$ cat src/rtl/clock_date_pkg.sv
// Shared widths, month constants and the days-in-month helper for the century clock date path.
package clock_date_pkg;

  localparam int unsigned DAY_W  = 5;
  localparam int unsigned MON_W  = 4;
  localparam int unsigned YEAR_W = 14;

  localparam logic [MON_W-1:0] JAN = MON_W'(1);
  localparam logic [MON_W-1:0] FEB = MON_W'(2);
  localparam logic [MON_W-1:0] MAR = MON_W'(3);
  localparam logic [MON_W-1:0] APR = MON_W'(4);
  localparam logic [MON_W-1:0] MAY = MON_W'(5);
  localparam logic [MON_W-1:0] JUN = MON_W'(6);
  localparam logic [MON_W-1:0] JUL = MON_W'(7);
  localparam logic [MON_W-1:0] AUG = MON_W'(8);
  localparam logic [MON_W-1:0] SEP = MON_W'(9);
  localparam logic [MON_W-1:0] OCT = MON_W'(10);
  localparam logic [MON_W-1:0] NOV = MON_W'(11);
  localparam logic [MON_W-1:0] DEC = MON_W'(12);

  typedef enum logic {
    ADJ_DAY = 1'b0,
    ADJ_MON = 1'b1
  } adj_sel_e;

  // Illegal month codes fall into the 31-day bucket; the clamp keeps day legal anyway.
  function automatic logic [DAY_W-1:0] days_in_month(input logic [MON_W-1:0] m,
                                                     input logic leap);
    logic [DAY_W-1:0] dim;
    case (m)
      FEB:               dim = leap ? DAY_W'(29) : DAY_W'(28);
      APR, JUN, SEP, NOV: dim = DAY_W'(30);
      default:           dim = DAY_W'(31);
    endcase
    return dim;
  endfunction

endpackage

$ cat src/rtl/leap_year_detect.sv
// Combinational leap-year flag. Define GREGORIAN_CENTURY_RULE_EN for the full
// Gregorian rule; otherwise every multiple of 4 is leap (valid 1901..2099).
module leap_year_detect
  import clock_date_pkg::*;
(
  input  logic [YEAR_W-1:0] year,
  output logic              leap
);

`ifdef GREGORIAN_CENTURY_RULE_EN
  logic div4, div100, div400;

  always_comb begin
    div4   = (year[1:0] == 2'b00);
    div100 = ((year % YEAR_W'(100)) == '0);
    div400 = ((year % YEAR_W'(400)) == '0);
    leap   = div4 && (!div100 || div400);
  end
`else
  logic unused_year_hi;

  assign unused_year_hi = ^year[YEAR_W-1:2];
  assign leap           = (year[1:0] == 2'b00);
`endif

endmodule

$ cat src/rtl/count_adjust_date.sv
// Day-of-month / month counter with manual adjust, leap handling and the year carry.
// Century leap rule selected by GREGORIAN_CENTURY_RULE_EN (see leap_year_detect).
module count_adjust_date
  import clock_date_pkg::*;
#(
  parameter int unsigned RESET_DAY   = 1,
  parameter int unsigned RESET_MONTH = 1
) (
  input  logic              clk,
  input  logic              rst,
  input  logic              carry_day,
  input  logic [YEAR_W-1:0] year,
  input  logic              adj_en,
  input  logic              adj_sel,
  input  logic              adj_up,
  input  logic              adj_down,
  output logic [DAY_W-1:0]  day,
  output logic [MON_W-1:0]  month,
  output logic              carry_mon
);

  logic             leap;
  logic [DAY_W-1:0] dim_cur;
  logic [MON_W-1:0] month_step;
  logic [DAY_W-1:0] dim_step;
  logic             adj_step;
  logic [DAY_W-1:0] day_d;
  logic [MON_W-1:0] month_d;

  leap_year_detect u_leap (
    .year (year),
    .leap (leap)
  );

  // Candidate month for an adjust step, and its length for the same-edge day clamp.
  always_comb begin
    month_step = month;
    if (adj_up) begin
      month_step = (month == DEC) ? JAN : month + MON_W'(1);
    end else begin
      month_step = (month == JAN) ? DEC : month - MON_W'(1);
    end
    dim_cur  = days_in_month(month, leap);
    dim_step = days_in_month(month_step, leap);
    adj_step = adj_en && (adj_up ^ adj_down);
  end

  // Priority: adjust > carry_day count > clamp.
  always_comb begin
    day_d   = day;
    month_d = month;
    if (adj_step) begin
      if (adj_sel_e'(adj_sel) == ADJ_DAY) begin
        if (adj_up) begin
          day_d = (day == dim_cur) ? DAY_W'(1) : day + DAY_W'(1);
        end else begin
          day_d = (day == DAY_W'(1)) ? dim_cur : day - DAY_W'(1);
        end
      end else begin
        month_d = month_step;
        day_d   = (day > dim_step) ? dim_step : day;
      end
    end else if (!adj_en && carry_day) begin
      if (day < dim_cur) begin
        day_d = day + DAY_W'(1);
      end else begin
        day_d   = DAY_W'(1);
        month_d = (month == DEC) ? JAN : month + MON_W'(1);
      end
    end else if (day > dim_cur) begin
      day_d = dim_cur;
    end
  end

  always_ff @(posedge clk or posedge rst) begin
    if (rst) begin
      day   <= DAY_W'(RESET_DAY);
      month <= MON_W'(RESET_MONTH);
    end else begin
      day   <= day_d;
      month <= month_d;
    end
  end

  // Same-cycle carry so the year counter steps on the edge the date wraps to 01-01.
  assign carry_mon = carry_day && !adj_en && (month == DEC) && (day == DAY_W'(31)) && !rst;

endmodule

$ cat config.mk
export PLATFORM = sky130hd
export DESIGN_NAME = count_adjust_date
export DESIGN_NICKNAME = d
export VERILOG_FILES = /design/src/rtl/clock_date_pkg.sv /design/src/rtl/leap_year_detect.sv /design/src/rtl/count_adjust_date.sv
export SDC_FILE = /design/constraint.sdc
export NUM_CORES = 1
export LEC_CHECK = 0
export CAP_MARGIN = 20
export CORE_UTILIZATION = 32
export CTS_BUF_LIST = sky130_fd_sc_hd__clkbuf_16
export CTS_CLUSTER_DIAMETER = 200
export DETAILED_ROUTE_END_ITERATION = 12
export DONT_BUFFER_PORTS = 1
export GPL_TIMING_DRIVEN = 1
export PLACE_DENSITY = 0.56
export SETUP_SLACK_MARGIN = 0.2
export SYNTH_ARGS = -nofsm -noshare
export SYNTH_HDL_FRONTEND = slang
export SYNTH_SLANG_ARGS = --single-unit
export TNS_END_PERCENT = 100
$ cat constraint.sdc
create_clock -name clk -period 3.1 [get_ports clk]
set_input_delay 0.62 -clock clk [delete_from_list [all_inputs] [get_ports clk]]
set_output_delay 0.62 -clock clk [all_outputs]
set_load 0.05 [all_outputs]
* After elaboration in Yosys (flattened, before gate mapping) *
Index checks and enable logic that the tools add are counted.

word-level totals
  flip-flop bits (word level) = 9
  input bits = 21
  output and inout port bits = 10
  logic and storage cells = 61

operators by class
  add/sub/neg operators = 4
  order comparisons = 3
  equality and inequality tests = 18
  multiplexer cells = 19
  bitwise gates (word level) = 1
  reduce and logical (&&, ||, !) cells = 14

operators by type and width
  cell                                                    count
  2-to-1 mux 5 bit                                        9
  2-to-1 mux 4 bit                                        7
  == test 4 bit (second input constant)                   5
  == test 4 x 3 -> 1 bit (second input constant)          4
  > comparator 5 bit                                      2
  == test 4 x 2 -> 1 bit (second input constant)          2
  case mux 2 bit (2 select lines)                         2
  OR reduction 4 bit                                      2
  adder 5 x 1 -> 5 bit (second input constant)            1
  == test 5 x 1 -> 1 bit (second input constant)          1
  == test 5 bit                                           1
  == test 5 bit (second input constant)                   1
  logical AND 1 bit                                       5
  < comparator 5 bit                                      1
  subtractor 5 x 1 -> 5 bit (second input constant)       1
  adder 4 x 1 -> 4 bit (second input constant)            1
  == test 4 x 1 -> 1 bit (second input constant)          1
  inequality test 2 bit (second input constant)           2
  subtractor 4 x 1 -> 4 bit (second input constant)       1
  inequality test 3 x 2 -> 1 bit (second input constant)  1
  AND reduction 3 bit                                     1
  nonzero test 3 bit                                      1
  zero test 1 bit                                         2
  zero test 2 bit                                         1
  4 further kinds                                         4

* Logic depth before layout (Yosys ltp) *
  depth after elaboration = 10
  mapped depth = 14
  mapped depth without buffers = 14

* Cells and area by module *
From an unflattened synthesis, not the netlist that was laid out.

second synthesis, totals
  cell total of the unflattened synthesis = 153
  area total of the unflattened synthesis = 1255.0 um^2

by module, submodules not included
  module             times used  cells an instance  area each (um^2)  seq. area each (um^2)
  count_adjust_date  1           152                1251.2            227.7
  leap_year_detect   1           1                  3.8               0.0

* Worst setup path after synthesis *
No wires, ideal clock.

  path type = register to output
  start = register day[1]
  end = output port carry_mon
  data arrival time = 2871 ps
  required time = 2480 ps
  slack = -391 ps
  cell stages (with the launch flop) = 5
  path buffers = 0
  cells stage by stage = dfrtp_1 ha_1 and3_1 ha_1 nor4b_1

between the ends
  longest elaborated chain between the ends = 3

RTL lines
  element                         line                     text
  start, declared                 count_adjust_date.sv:17  output logic [DAY_W-1:0] day,
  start signal, assigned          count_adjust_date.sv:77  day <= DAY_W'(RESET_DAY);
  start signal, assigned          count_adjust_date.sv:80  day <= day_d;
  == test 5 bit                   count_adjust_date.sv:86  assign carry_mon = carry_day && !adj_en && (month == DEC) && (day == DAY_W'(31)) && !rst;
  logical AND 1 bit (2 in a row)  count_adjust_date.sv:86
  end, declared                   count_adjust_date.sv:19  output logic carry_mon

Every way passes these cells.

* Worst setup path in the final report *
  start = register month[0]
  end = register day[2]

between the ends
  longest elaborated chain between the ends = 9
  elaborated cells between the ends (all ways) = 34
  those cells by class = 2 x add/sub; 3 x order compare; 14 x eq/ne; 11 x mux; 4 x reduce/logical

RTL lines
  element                                                  line                                              text
  start, declared                                          count_adjust_date.sv:18                           output logic [MON_W-1:0] month,
  start signal, assigned                                   count_adjust_date.sv:78                           month <= MON_W'(RESET_MONTH);
  start signal, assigned                                   count_adjust_date.sv:81                           month <= month_d;
  subtractor 4 x 1 -> 4 bit, or another cell as far along  count_adjust_date.sv:41                           month_step = (month == JAN) ? DEC : month - MON_W'(1);
  2-to-1 mux 4 bit, on equally long branches               count_adjust_date.sv:41, count_adjust_date.sv:39
  2-to-1 mux 4 bit                                         count_adjust_date.sv:38                           if (adj_up) begin
  == test 4 x 3 -> 1 bit or == test 4 bit (tied branches)  clock_date_pkg.sv:30                              case (m)
  OR reduction 4 bit                                       clock_date_pkg.sv:30
  case mux 2 bit (2 select lines)                          clock_date_pkg.sv:30
  > comparator 5 bit                                       count_adjust_date.sv:61                           day_d = (day > dim_step) ? dim_step : day;
  inequality test 3 x 2 -> 1 bit (no source line)          --
  AND reduction 2 bit (no source line)                     --

Several ways; a longest one is shown, not always the timed one.
A chain may end at the register's enable or synchronous reset.

==> metrics.cfg <==
[layout]
fillCellCount = 360
final_nets = 213
drive_above_1_share_pct = 46.1
fin_cells = 226
antennaDiodeCount = 0
final_common_cell = buf_4
syn2layout_area_growth_pct = 44.7
layout_common_cells = buf_4 (29), a21oi_1 (14), nor2_1 (11), inv_1 (8), ha_1 (8)

[timing]
worst_pin_slew_ps = 710
setup_ws_ps = 149
holdWs_ps = 234
final.setup.tns_ps = 0
max_freq_mhz = 339
maxSlewViolCount = 0
setup_viol_count_final = 0
min_period_ps = 2950
rsz0062_at_grt = yes
hold_violations = 0
slew_headroom_pct = 52.7
finClkSkew_ps = 3.00
fin_crit_sh_pct = 95.2

[clock_network]
cts-root-buf = clkbuf_16
cts.path.max_buffers = 2
cts_hold_buf = 0
cts_tree = built
htreeDepth = 1
clkTransAtPathRegs_ps = 40
clock-sinks = 9
cts_buffers = 3
clk_latency_ps = 230

[run_status]
outcome = completed

[die]
rows = 22
design.core.area_mm2 = 0.00372
die_h_um = 64.6
dieArea_mm2 = 0.00417
io-pin-count = 31
die_x_um = 64.6
start_util_pct = 33.7

[yosys]
synth.yosys.seq_area_share_pct = 18.2
synthTopCellsByArea = dfrtp_1 (14%), ha_1 (13%), a21oi_1 (6.4%)
ys_types = 58
synth_seq_cells = 9
synth-warning-count = 0
synth_top_family_by_area = compound AO/OA/AOI/OAI gates
netlist.area_leader.share_pct = 14.0
syn_avg_cell_area_um2 = 8.47
synth_nets = 182
yosysTopAreaCell = dfrtp_1
synth_compound_area_share_pct = 31.2
synth_adder_area_share_pct = 13.0
synthMuxAreaShare_pct = 5.19
synth_area_mm2 = 0.00125
synth-xor-area-share_pct = 4.19
yosys.area_share.simple_pct = 22.5
synth_cells = 148

[route]
vias = 1237
dr.pass1.iters = 4
drtIter0Drc = 53
wl_per_cell_um = 15.6
avgViaCountPerCell = 5.47
routed_wl_mm = 3.53
postRouteAntennaNets = 0
drc_errors = 0

[placement]
dp.final_hpwl_mm = 2.53
place.gp.congestion = 0.852
dp_slack_ps = 106
place_inst = 201
io_buffer_count = 0

[pwr]
pwr-share-seq_pct = 14.9
intPower_uw = 1230
vdd_ir_drop_max_uv = 598
clockPowerShare_pct = 9.5
power.switching_uw = 1120
p_per_area_mw_per_mm2 = 1290
p_comb_share_pct = 75.6
p_total_uw = 2340
sw_frac_of_total_pct = 47.6
total_leakage_power_uw = 0.000749

[worst_setup_path]
crit_start = month[0]$_DFFE_PP1P_
worstPathMaxFanout = 6
worst-endpoint-arrival_ps = 3060
startpoint_type = register
worstPathRequired_ps = 3210
endpoint_kind = register
critical_path_class = reg -> reg
worstReg2RegStart = month[0]$_DFFE_PP1P_

[flow_run]
maxCapViolCount = 0

[hold_path]
hold_path_class = in -> async

[grt]
grt_max_degree = 17
grt_pass1_wl_mm = 5.62
first_global_vias = 1212
antenna_found_initial = 0
gr-usage-all-layers_pct = 17.7
grt_overflow = 0

[worst paths after layout]
path                                         to  slack, ps  depth (start not counted)
setup / recovery             day[2]$_DFFE_PP0P_        150                         11
hold / removal             month[3]$_DFFE_PP0P_        230                          1
setup reg to reg             day[2]$_DFFE_PP0P_        150                         11
hold reg to reg              day[1]$_DFFE_PP0P_        740                          2
max in group asynchronous    day[0]$_DFFE_PP1P_       2570                          1
min in group clk           month[1]$_DFFE_PP0P_        580                          2
[routing by layer]
| layer | vias to the layer above | GRT usage [%] | share of wire, % | routed length [um] |
|---|---|---|---|---|
| li1 | 608 | - | - | - |
| met1 | 592 | 19.8 | 41 | 1460 |
| met2 | 33 | 32.1 | 52 | 1850 |
| met3 | 4 | 5.63 | 5.6 | 199 |
| met4 | 0 | 4.17 | 0.79 | 28 |
| met5 | - | 0 | 0 | 0 |
[layout make-up]
class	count	area [um2]	share of cell area (%)
multi-input cells	123	1150	63.3
repair buffers	32	251	13.9
flip-flops and latches	9	233	12.8
clock buffers	3	75.1	4.14
well taps	48	60.1	3.31
inverters	10	42.5	2.34
clock inverters	1	3.75	0.207
[timing repair]
| action | in CTS | in global routing |
|---|---|---|
| pin swaps | 5 | 10 |
| buffers inserted | 12 | 9 |
| resized for setup | 3 | 25 |
| setup endpoints to repair | 4 | 9 |
[power groups by stage]
stage / Sequential, uW / Clock, uW / Combinational, uW
CTS: 346 / 228 / 1410
global route: 365 / 237 / 1910
global placement: 338 / 0 / 1230
detailed placement: 343 / 0 / 1250
floorplan: 456 / 0 / 865
finish: 350 / 222 / 1770
[synth_stat cells (all sizes together)]
cell type and number:
a31o 1, and3 2, a31oi 5, buf 5, clkbuf 1, and4 1, a2bb2oi 2, mux2i 2
ha 13, a311oi 2, dfstp 2, nor2b 4, o22a 1, xnor2 5, nor2 11, nand2 8
a22o 1, dfrtp 7, nand3 6, o31ai 1, o21ai 9, and4b 1, xor2 1, nand2b 3
nor3b 1, inv 10, o311a 1, or3 1, o311ai 1, or2 1, o41ai 1, a211oi 2
o21a 3, mux2 4, a21o 1, a21boi 1, nand3b 1, o21bai 2, a21oi 16, nor4b 2
o22ai 2, nor3 2, a32o 1, nor4 1
[sequential cells by signal, indices dropped and copies added (netlist names)]
register	count
day	5
month	4
[logic make-up (layout without fill, tap and decap cells)]
group / Yosys count / after routing
muxes: 6 / 6
AOI/OAI and AO/OA: 53 / 53
and+or+nand+nor: 45 / 45
xor gates and xnor gates: 6 / 6
DFF: 9 / 9
buffers and inverters: 16 / 46
adders and majority gates: 13 / 13
[worst max-delay path, cell delays in order (launching register included)]
cell and delay, ps:
dfstp_4 640, inv_6 50, ha_4 150, or2_4 230, a21boi_4 140, mux2_4 300
and4_4 170, ha_4 290, a21oi_4 60, a211oi_4 200, a2bb2oi_4 280, mux2_4 320
[per-stage QoR]
stage / instance area (um2) / utilization, %
2_1_floorplan: 1320 / -
3_3_place_gp: 1430 / 38.5
3_5_place_dp: 1430 / 38.5
4_1_cts: 1610 / 43.4
5_1_grt: 1810 / 48.8
6_report: 1810 / 48.8
No activity file was read; power rests on OpenSTA's default activity.
==> RTL change 1 (same flow settings) <==
The option `GREGORIAN_CENTURY_RULE_EN` is turned on by a define.
--- a/src/rtl/leap_year_detect.sv
+++ b/src/rtl/leap_year_detect.sv
@@ -1,5 +1,7 @@
 // Combinational leap-year flag. Define GREGORIAN_CENTURY_RULE_EN for the full
 // Gregorian rule; otherwise every multiple of 4 is leap (valid 1901..2099).
+`define GREGORIAN_CENTURY_RULE_EN
+
 module leap_year_detect
   import clock_date_pkg::*;
 (
Function: changed (Yosys sat finds a counterexample within 4 cycles, from zero or initial values and one cycle with rst high).
==> RTL change 1 against the original RTL <==
- critical path type is now primary input to flop
- register-to-register slack worse by 0.17 ns
- die area is 130% higher
- clock power up 5%
- wire length rose to 3.0 times the old value
- design area up 140%
- synthesized area rose by 140%
- the flow now finishes with violations (DRC, setup timing)
- sequential share of layout area shrank 7.7 points
- first-iteration DRC count grew to 3.5 times the old value
- setup slack lost 2.9 ns
- total power is 37% higher
- sequential cell count stayed put
==> RTL change 1: results (changes against the original RTL) <==
[logic_synthesis]
synth_cell_type_count=86  ; +48%
synthXorXnorAreaFrac=0.03858  ; -0.003341
synthCells=421  ; +180%
synthMuxAreaShare=0.03561  ; -0.01629
synthesis.nets=454  ; +150%
synth-compound-area-share=0.4290  ; +0.1166

[timing]
setup_slack_ns=-2.704  ; -2.853 ns
fin_skew_ns=0.0005994  ; -0.002401 ns
setup_viol=9  ; +9

[setup_path]
cp.arrival_ns=5.97  ; +2.91 ns
crit_path_max_incr_delay_ns=0.41  ; -0.23 ns
critPathMaxFanout=18  ; +12

[final_layout]
multi_input_cells=371  ; +200%
fillers=820  ; +130%
n_all_buffers=129  ; +300%
multi_input_area_share=0.6642  ; +0.03112
fin_cells=638  ; +180%
nets=564  ; +160%

[route]
viasPerCell=6.003  ; +9.7%
drc=4  ; +4
wl_per_cell_um=16.38  ; +4.8%

[global_route]
grt_use_total=0.1969  ; +0.02021
grt_pass1_wl_um=16260  ; +190%

[status]
violations=DRC, setup timing
status=complete, but fails checks

[pwr]
vdd_drop_max_uv=287.7  ; -52%

[placement]
place_ws_ns=-2.959  ; -3.065 ns

[RTL change 1: changes by cell type in the layout (fill, tap and decap cells not counted), sizes merged, moves of 12 or more]
cell	unedited run	this run
buf	32	129
a21oi	16	31
nand3	6	19
nand2	8	36
nor2	11	45
o211ai	0	12
o21ai	9	28
[RTL change 1: power breakdown]
group	switching, W	total (W)	leakage (nW)	internal (W)
clock	0.0000643	0.000234	0.0423	0.000169
combinational	0.00140	0.00265	1.69	0.00125
sequential	0.000141	0.000321	0.0973	0.000180
[RTL change 1: worst max-delay path by stage]
stage,start,depth (start not counted),to
floorplan,year[8],26,day[0]
global placement,year[8],25,day[0]
detailed placement,year[8],24,day[0]
CTS,year[8],23,day[0]
global route,year[8],27,day[0]
finish,year[8],26,day[0]
[RTL change 1: routing by layer]
metal,global-route usage,wire length (um),vias up,share of wire
met1,0.2502,4443,1829,0.43
met2,0.3478,5223,141,0.50
met5,0,0,-,0
met4,0.04895,177,0,0.017
met3,0.02792,608,26,0.058
li1,-,-,1834,-
==> RTL change 2 (same flow settings) <==
Made on the original files. Make the reset (`rst`) synchronous in one clocked block.
--- a/src/rtl/count_adjust_date.sv
+++ b/src/rtl/count_adjust_date.sv
@@ -72,7 +72,7 @@
     end
   end
 
-  always_ff @(posedge clk or posedge rst) begin
+  always_ff @(posedge clk) begin
     if (rst) begin
       day   <= DAY_W'(RESET_DAY);
       month <= MON_W'(RESET_MONTH);
Check against the original RTL: differs if rst is asserted again (counterexample within 4 cycles, from zero or initial values and one cycle with rst high); with rst held inactive, the same outputs for 10 cycles.
==> RTL change 2 against the original RTL <==
- synthesized area shrank 7.0%
- critical path depth grew 2
- design area shrank 16%
- sequential cell count is the same
- setup slack gained 0.026 ns
- core utilization shrank 4.0 points
- count of clock-buffer cells in the layout is the same
- wire length shrank 8.1%
- largest cell class unchanged
Power is left out: it rests on default switching activity, and per cell area and clock period it moved more than threefold.
==> RTL change 2: results (changes against the original RTL) <==
[placement]
gp_congestion=0.8108  ; -4.9%
place_ws_ns=0.05622  ; -0.05022 ns
hpwlAfterDp_um=2317  ; -8.4%
placed_area_sq_mm=0.001316  ; -8.0%

[logic_synthesis]
ys.flop_type=dfxtp_1
synth_seq_area_share=0.1545  ; -0.02713
synthesis.nets=197  ; +8.2%
synth_fa_ha_area_frac=0.1288  ; -0.0009852
async_flop_share=0  ; -1.000
ys_top_cells_by_count=17 x a21oi_1, 17 x nor2_1, 12 x ha_1, 12 x nand2_1, 12 x o21ai_0
synthMuxAreaShare=0.01824  ; -0.03366
synthXorXnorAreaFrac=0.03755  ; -0.004363
synthTopCellsByArea=dfxtp_1 15%, ha_1 13%, a21oi_1 7.3%
synth_cell_type_count=47  ; -19%
synth-compound-area-share=0.2725  ; -0.03984

[setup_path]
path_delay_family=compound AO/OA/AOI/OAI gates
cp_slowest_cell=or3b_4
critPathMaxFanout=6  ; unchanged
regToRegSetupSlack_ns=0.17  ; +0.03 ns
cp.arrival_ns=3.04  ; -0.02 ns
crit_path_max_incr_delay_ns=0.40  ; -0.24 ns
timing.rr.start=month[1]
ff2ff_path_depth=13  ; +2
start_kind=flop
r2r_end=day[0]

[global_route]
grt_max_degree=19  ; +2
grt_use_total=0.1801  ; +0.003399
grt_pass1_wl_um=5623  ; unchanged
grt_pass1_vias=1213  ; +0.083%

[hold_path]
hp-class=primary input to flop
min_path_cells=1
hold_start=rst

[route]
wl_per_cell_um=14.37  ; -8.1%
num_vias=1236  ; -0.081%
drtIter0Drc=39  ; -26%

[status]
status=complete, no violations

[clock_tree]
ctsResizeCount=9  ; +6
path_clk_slew_ns=0.04  ; about the same
clockBufferDepth=2  ; unchanged
cts_setup_buffers=5  ; -7

[final_layout]
nets=214  ; +0.47%
drive_gt1_frac=0.2611  ; -0.1996
fillers=348  ; -3.3%

[timing]
fin_skew_ns=0.001643  ; -0.001357 ns
whs_ns=0.4419  ; +0.2082 ns
maxSlewHeadroom=0.4925  ; -0.03422

-- RTL change 2: layout make-up --
cell class                 instances  area, sq um  area share
sequential                         9        192.7      0.1258
inverter                           9        36.28     0.02369
tap                               46        57.56     0.03758
timing repair buffer              21        157.7      0.1029
clock inverter                     1        3.754    0.002451
clock buffer                       3        75.07     0.04902
multi-input combinational        137         1008      0.6585
-- RTL change 2: metal layers --
metal,part of all wire,GRT usage
met3,0.033,0.01287
met4,0.018,0.08721
met5,0,0
met2,0.45,0.2898
met1,0.50,0.2425
-- RTL change 2: worst max path at each step --
stage	end	slack, ns	depth (start not counted)
6_report	day[0]	0.17	13
5_1_grt	day[2]	0.04	14
4_1_cts	day[2]	0.20	14
3_5_place_dp	day[0]	0.06	13
3_3_place_gp	day[0]	0.13	13
2_1_floorplan	day[0]	0.22	12
-- RTL change 2: metrics by stage --
stage	std cells	utilization
finish	226	0.4484
global route	226	0.4484
CTS	224	0.4271
detailed placement	215	0.3853
global placement	215	0.3853
floorplan	164	-
